**src/rtl/tt_um_i2c_to_spi.sv**
```systemverilog
// I2C slave front end that forwards each written byte to a mode-0 SPI master.
// Define I2C_SPI_LOOPBACK_EN to feed MOSI straight back into the MISO sampler.
//
// state     | meaning
// IDLE      | bus free, waiting for START
// ADDR      | shifting in address + R/W
// ADDR_ACK  | driving ACK for a matching address
// WRITE     | shifting in a data byte from the master
// WRITE_ACK | ACK (SPI accepted) or NACK (SPI busy) of a data byte
// READ      | driving rx register onto SDA, MSB first
// READ_ACK  | SDA released, sampling master ACK/NACK
// IGNORE    | not addressed or read finished, wait for START/STOP
module tt_um_i2c_to_spi #(
    parameter int SPI_CLK_DIV = 4
) (
    input  logic [7:0] ui_in,
    output logic [7:0] uo_out,
    input  logic [7:0] uio_in,
    output logic [7:0] uio_out,
    output logic [7:0] uio_oe,
    input  logic       ena,
    input  logic       clk,
    input  logic       rst_n
);

    typedef enum logic [2:0] {
        IDLE, ADDR, ADDR_ACK, WRITE, WRITE_ACK, READ, READ_ACK, IGNORE
    } i2c_state_t;

    localparam logic [7:0] DIV_LOAD = 8'(SPI_CLK_DIV - 1);

    i2c_state_t state, state_next;
    logic [1:0] scl_sync, sda_sync;
    logic       scl_d, sda_d;
    logic       scl, sda, scl_rise, scl_fall, start_det, stop_det;
    logic [3:0] bit_cnt;
    logic [7:0] shreg, tx_reg, rx_reg, rx_sh;
    logic       sda_oe, ack_ok, spi_start;
    logic       spi_busy, cs_n, sclk, mosi, miso, spi_done;
    logic [7:0] div_cnt;
    logic [2:0] bit_left, bit_idx;
    logic       addr_match;
    logic       unused_inputs;

`ifdef I2C_SPI_LOOPBACK_EN
    assign miso = mosi;
    assign unused_inputs = &{1'b0, ena, uio_in[7:1]};
`else
    assign miso = uio_in[1];
    assign unused_inputs = &{1'b0, ena, uio_in[7:2]};
`endif

    always_ff @(posedge clk) begin
        if (rst_n) begin
            scl_sync <= 2'b11;
            sda_sync <= 2'b11;
            scl_d    <= 1'b1;
            sda_d    <= 1'b1;
        end else begin
            scl_sync <= {scl_sync[0], ui_in[0]};
            sda_sync <= {sda_sync[0], uio_in[0]};
            scl_d    <= scl_sync[1];
            sda_d    <= sda_sync[1];
        end
    end

    assign scl        = scl_sync[1];
    assign sda        = sda_sync[1];
    assign scl_rise   = scl & ~scl_d;
    assign scl_fall   = ~scl & scl_d;
    assign start_det  = scl & scl_d & sda_d & ~sda;
    assign stop_det   = scl & scl_d & ~sda_d & sda;
    assign addr_match = (shreg[7:1] == ui_in[7:1]);
    assign bit_idx    = bit_left - 3'd1;

    always_ff @(posedge clk) begin
        if (rst_n) state <= IDLE;
        else       state <= state_next;
    end

    always_comb begin
        state_next = state;
        if (stop_det) begin
            state_next = IDLE;
        end else if (start_det) begin
            state_next = ADDR;
        end else begin
            case (state)
                ADDR:      if (scl_fall && bit_cnt == 4'd8) state_next = addr_match ? ADDR_ACK : IGNORE;
                ADDR_ACK:  if (scl_fall) state_next = shreg[0] ? READ : WRITE;
                WRITE:     if (scl_fall && bit_cnt == 4'd8) state_next = WRITE_ACK;
                WRITE_ACK: if (scl_fall) state_next = WRITE;
                READ:      if (scl_fall && bit_cnt == 4'd8) state_next = READ_ACK;
                READ_ACK: begin
                    // A NACK ends the read; only an ACKed bit reaches the next fall.
                    if (scl_rise && sda) state_next = IGNORE;
                    else if (scl_fall)   state_next = READ;
                end
                default:   state_next = state;
            endcase
        end
    end

    always_ff @(posedge clk) begin
        if (rst_n) begin
            bit_cnt   <= 4'd0;
            shreg     <= 8'h00;
            tx_reg    <= 8'h00;
            sda_oe    <= 1'b0;
            ack_ok    <= 1'b0;
            spi_start <= 1'b0;
        end else begin
            spi_start <= 1'b0;
            if (stop_det) begin
                sda_oe <= 1'b0;
            end else if (start_det) begin
                sda_oe  <= 1'b0;
                bit_cnt <= 4'd0;
            end else begin
                case (state)
                    ADDR: begin
                        if (scl_rise && bit_cnt != 4'd8) begin
                            shreg   <= {shreg[6:0], sda};
                            bit_cnt <= bit_cnt + 4'd1;
                        end
                        if (scl_fall && bit_cnt == 4'd8 && addr_match) sda_oe <= 1'b1;
                    end
                    ADDR_ACK: begin
                        if (scl_fall) begin
                            bit_cnt <= 4'd0;
                            if (shreg[0]) begin
                                shreg  <= rx_reg;
                                sda_oe <= ~rx_reg[7];
                            end else begin
                                sda_oe <= 1'b0;
                            end
                        end
                    end
                    WRITE: begin
                        if (scl_rise && bit_cnt != 4'd8) begin
                            shreg   <= {shreg[6:0], sda};
                            bit_cnt <= bit_cnt + 4'd1;
                            if (bit_cnt == 4'd7) begin
                                ack_ok <= ~(spi_busy | spi_start);
                                if (!(spi_busy | spi_start)) begin
                                    tx_reg    <= {shreg[6:0], sda};
                                    spi_start <= 1'b1;
                                end
                            end
                        end
                        if (scl_fall && bit_cnt == 4'd8) sda_oe <= ack_ok;
                    end
                    WRITE_ACK: begin
                        if (scl_fall) begin
                            sda_oe  <= 1'b0;
                            bit_cnt <= 4'd0;
                        end
                    end
                    READ: begin
                        if (scl_rise && bit_cnt != 4'd8) bit_cnt <= bit_cnt + 4'd1;
                        if (scl_fall) begin
                            if (bit_cnt == 4'd8) begin
                                sda_oe <= 1'b0;
                            end else if (bit_cnt != 4'd0) begin
                                sda_oe <= ~shreg[6];
                                shreg  <= {shreg[6:0], 1'b0};
                            end
                        end
                    end
                    READ_ACK: begin
                        if (scl_fall) begin
                            bit_cnt <= 4'd0;
                            shreg   <= rx_reg;
                            sda_oe  <= ~rx_reg[7];
                        end
                    end
                    default: sda_oe <= 1'b0;
                endcase
            end
        end
    end

    // SPI master: div_cnt counts down each half period, bit_left counts remaining falls.
    always_ff @(posedge clk) begin
        if (rst_n) begin
            cs_n     <= 1'b1;
            sclk     <= 1'b0;
            mosi     <= 1'b0;
            spi_busy <= 1'b0;
            spi_done <= 1'b0;
            div_cnt  <= 8'd0;
            bit_left <= 3'd0;
            rx_sh    <= 8'h00;
            rx_reg   <= 8'h00;
        end else if (spi_start) begin
            cs_n     <= 1'b0;
            sclk     <= 1'b0;
            mosi     <= tx_reg[7];
            spi_busy <= 1'b1;
            spi_done <= 1'b0;
            div_cnt  <= DIV_LOAD;
            bit_left <= 3'd7;
        end else if (spi_done) begin
            cs_n     <= 1'b1;
            spi_busy <= 1'b0;
            spi_done <= 1'b0;
            rx_reg   <= rx_sh;
        end else if (spi_busy) begin
            if (div_cnt == 8'd0) begin
                div_cnt <= DIV_LOAD;
                if (!sclk) begin
                    sclk  <= 1'b1;
                    rx_sh <= {rx_sh[6:0], miso};
                end else begin
                    sclk <= 1'b0;
                    if (bit_left == 3'd0) begin
                        spi_done <= 1'b1;
                    end else begin
                        mosi     <= tx_reg[bit_idx];
                        bit_left <= bit_idx;
                    end
                end
            end else begin
                div_cnt <= div_cnt - 8'd1;
            end
        end
    end

    always_comb begin
        uo_out  = {4'b0000, spi_busy, cs_n, mosi, sclk};
        uio_out = 8'h00;
        uio_oe  = {7'b0000000, sda_oe};
    end

endmodule

```
**config.mk**
```make
export PLATFORM = sky130hd
export DESIGN_NAME = tt_um_i2c_to_spi
export DESIGN_NICKNAME = d
export VERILOG_FILES = /design/src/rtl/tt_um_i2c_to_spi.sv
export SDC_FILE = /design/constraint.sdc
export NUM_CORES = 1
export LEC_CHECK = 0
export ABC_AREA = 1
export CAP_MARGIN = 20
export CORE_ASPECT_RATIO = 0.6
export CORE_MARGIN = 3
export CORE_UTILIZATION = 60
export CTS_BUF_LIST = sky130_fd_sc_hd__clkbuf_8
export CTS_CLUSTER_DIAMETER = 80
export DETAILED_ROUTE_END_ITERATION = 6
export PLACE_DENSITY = 0.85
export SYNTH_ARGS = -nofsm -noshare
export SYNTH_HDL_FRONTEND = slang
export SYNTH_SLANG_ARGS = --single-unit
```
**constraint.sdc**
```tcl
create_clock -name clk -period 3.6 [get_ports clk]
set_clock_uncertainty 0.2 [all_clocks]
set_input_delay 0.36 -clock clk [delete_from_list [all_inputs] [get_ports clk]]
set_output_delay 0.36 -clock clk [all_outputs]
set_load 0.01 [all_outputs]
```
==> results.py <==
metrics = {
    "cts": {
        "cts_sinks": 64,
        "cts_resized": 0,
        "cts.clk_slew.worst_paths_ns": 0.08,
        "root_buffer": "clkbuf_8",
        "post-cts-setup-buffers": 0,
        "cts_buffers": 9,
        "worst_skew_pair.late_latency_ns": 0.34,
        "postCtsHoldBufs": 0,
        "h-tree-depth": 3,
        "clockBufferDepth": 2,
        "cts_tree": "built",
    },
    "detailed_routing": {
        "vias": 3157,
        "post_drt_via_cell_ratio": 5.500,
        "wire_per_inst_um": 13.16,
        "drt_iter0_drc": 231,
        "antenna_left": 0,
        "route.detailed.drc": 0,
        "drtPass1Iterations": 5,
        "routed_wl_mm": 7.551,
    },
    "critical_path": {
        "cp-end-kind": "flop",
        "cp-start-kind": "flop",
        "regToRegSetupSlack_ns": 1.18,
        "path_class": "flop to flop",
        "r2r-start": "bit_cnt[0]",
        "rr_endpoint": "tx_reg[2]",
        "critPathRequiredTime_ns": 3.68,
        "critPathArrivalTime_ns": 2.50,
        "path_max_fanout": 11,
        "ff2ff_path_depth": 9,
    },
    "placement": {
        "dp_hpwl_mm": 5.434,
        "portBuffers": 16,
        "gp_congestion": 0.9304,
    },
    "yosys": {
        "synth_area_per_cell_um2": 6.873,
        "ys_seq_elements": 64,
        "yosysSeqAreaShare": 0.3781,
        "synthArstFlopShare": 0,
        "yosysWarnings": 0,
        "synth_ff_type": "dfxtp_1",
        "postSynthCellCount": 493,
        "syn-cell-area_um2": 3388,
        "synth_cell_type_count": 37,
        "synth_edf_count": 0,
    },
    "floorplanning": {
        "die_h_um": 64.21,
        "initial_core_util": 0.6448,
        "core-area_um2": 5255,
        "die_area_um2": 6615,
        "pin_count": 43,
        "row_count": 20,
        "die_w_um": 103.0,
    },
    "power": {
        "leakage_nw": 1.611,
        "vdd_drop_max_mv": 0.2363,
        "power_per_cell_area_nw_per_um2": 615.2,
    },
    "grt": {
        "antenna_found_initial": 0,
        "grt_max_degree": 24,
        "overflow": 0,
        "first_global_vias": 2769,
        "grt.total_usage": 0.2452,
        "grt_pass1_wl_mm": 12.81,
    },
    "hold_path": {
        "holdPathStages": 1,
        "whs_endpoint": "scl_sync[1]",
        "min_from": "scl_sync[0]",
        "hold_class": "flop to flop",
    },
    "layout": {
        "fin_nets": 527,
        "areaGrowthSynthToFinish_pct": 8.900,
        "fin_util": 0.7021,
        "fill_cells": 446,
        "drive_above_1_share": 0.08661,
        "diodes": 0,
    },
    "sta": {
        "max_freq_ghz": 0.4131,
        "rsz0062_at_grt": "false",
        "slew_headroom": 0.6266,
        "final.setup.tns_ns": 0,
        "final-hold-violation-count": 0,
        "tightestPinTransition_ns": 0.5543,
        "fin_crit_sh": 0.6724,
        "slew_violations": 0,
        "hold_slack_ns": 0.2125,
        "period_needed_ns": 2.421,
        "setup_viol_count_final": 0,
    },
    "outcome": {
        "outcome": "finished, final reports clean",
    },
    "flow_run": {
        "maxCapViolations": 0,
    },
}
==> kinds of logic after synthesis <==
group	after synthesis	synth area share
buffers and inverters	92	0.1355
XOR/XNOR	9	0.02327
flip-flops	64	0.3781
AND/OR/NAND/NOR	232	0.2973
other	1	0.001107
adder cells (fa/ha/maj)	5	0.01846
AO/OA/AOI/OAI	90	0.1462
==> final cells by class <==
type,count,area [µm²],share of cell area
sequential,64,1281,0.3472
clock buffer,9,123.9,0.03357
timing repair buffer,19,182.7,0.04951
multi-input combinational,355,1715,0.4649
inverter,54,202.7,0.05493
clock inverter,7,101.3,0.02747
tap,66,82.58,0.02238
==> Yosys cell counts (2+ instances only) <==
master,instances,area [µm²]
a211oi_1,10,75.07
buf_1,2,7.510
xnor2_1,6,52.55
o21ai_1,2,10.01
buf_2,4,20.02
buf_4,27,202.7
a31oi_1,3,18.77
o21ai_0,35,175.2
nor2_2,5,31.28
nand2_1,89,334.1
nand2_2,2,12.51
dfxtp_1,64,1281
nor2_1,83,311.6
nand4_1,4,25.02
inv_2,7,26.28
nand3_2,3,30.03
ha_1,5,62.56
a21oi_1,33,165.2
xor2_1,3,26.28
o22ai_1,3,18.77
or2_2,4,25.02
nand3_1,25,125.1
clkbuf_1,4,15.01
nor3_1,11,55.05
inv_1,47,176.4
==> metrics by stage <==
stage / cells / area, µm² / worst slack (ns) / power [mW]
floorplan: 511 / 3456 / 1.839 / 1.447
global placement: 558 / 3465 / 1.373 / 1.537
detailed placement: 558 / 3465 / 1.287 / 1.559
CTS: 574 / 3690 / 1.207 / 2.255
global route: 574 / 3690 / 0.9682 / 2.421
finish: 574 / 3690 / 1.179 / 2.270
==> placed cells by master (no fill, tap or decap), drive strengths merged <==
| cell type | n |
|---|---|
| bufinv | 2 |
| a211oi | 10 |
| buf | 3 |
| o211ai | 1 |
| clkbuf | 9 |
| xor2 | 3 |
| o21ai | 38 |
| o22ai | 3 |
| or2 | 5 |
| conb | 19 |
| nor4 | 1 |
| nand3 | 28 |
| dfxtp | 64 |
| inv | 57 |
| ha | 5 |
| clkinvlp | 2 |
| nand2 | 91 |
| nand4 | 4 |
| clkdlybuf4s50 | 16 |
| a21oi | 33 |
| a31oi | 3 |
| a41oi | 1 |
| nand3b | 1 |
| xnor2 | 6 |
| o31ai | 1 |
| nor2 | 89 |
| nor3 | 13 |
==> critical path, stage by stage (launching register included) <==
cell	delay (ns)
dfxtp_1	0.37
inv_1	0.07
ha_1	0.23
nand3_1	0.20
nand3_2	0.14
nor2_1	0.19
nand4_1	0.36
inv_1	0.36
nor2_1	0.09
nor2_1	0.13
==> report_power, final <==
group	switching (mW)	total (mW)	internal (mW)	leakage, nW
Clock	0.301	0.697	0.397	0.107
Combinational	0.453	0.710	0.256	0.985
Sequential	0.0898	0.863	0.773	0.519
Total	0.844	2.27	1.43	1.61
==> worst max-delay path by stage <==
stage          startpoint         to  slack [ns]  cells past startpoint
6_report       bit_cnt[0]  tx_reg[2]        1.18                      9
5_1_grt        bit_cnt[0]  tx_reg[3]        0.97                      9
4_1_cts        bit_cnt[0]  tx_reg[2]        1.21                      9
3_5_place_dp   bit_cnt[0]  tx_reg[2]        1.29                      9
3_3_place_gp   bit_cnt[0]  tx_reg[0]        1.37                      9
2_1_floorplan  bit_cnt[0]   shreg[5]        1.84                     11
==> metal layers <==
metal | share of wire | track usage | vias up | wire, µm
met1 | 0.47 | 0.3528 | 1409 | 3563
met2 | 0.43 | 0.3610 | 162 | 3238
li1 | - | - | 1580 | -
met5 | 0 | 0 | - | 0
met4 | 0.0042 | 0.04039 | 0 | 32
met3 | 0.095 | 0.08179 | 6 | 717
Note: power is estimated with default switching activity, not from simulation.
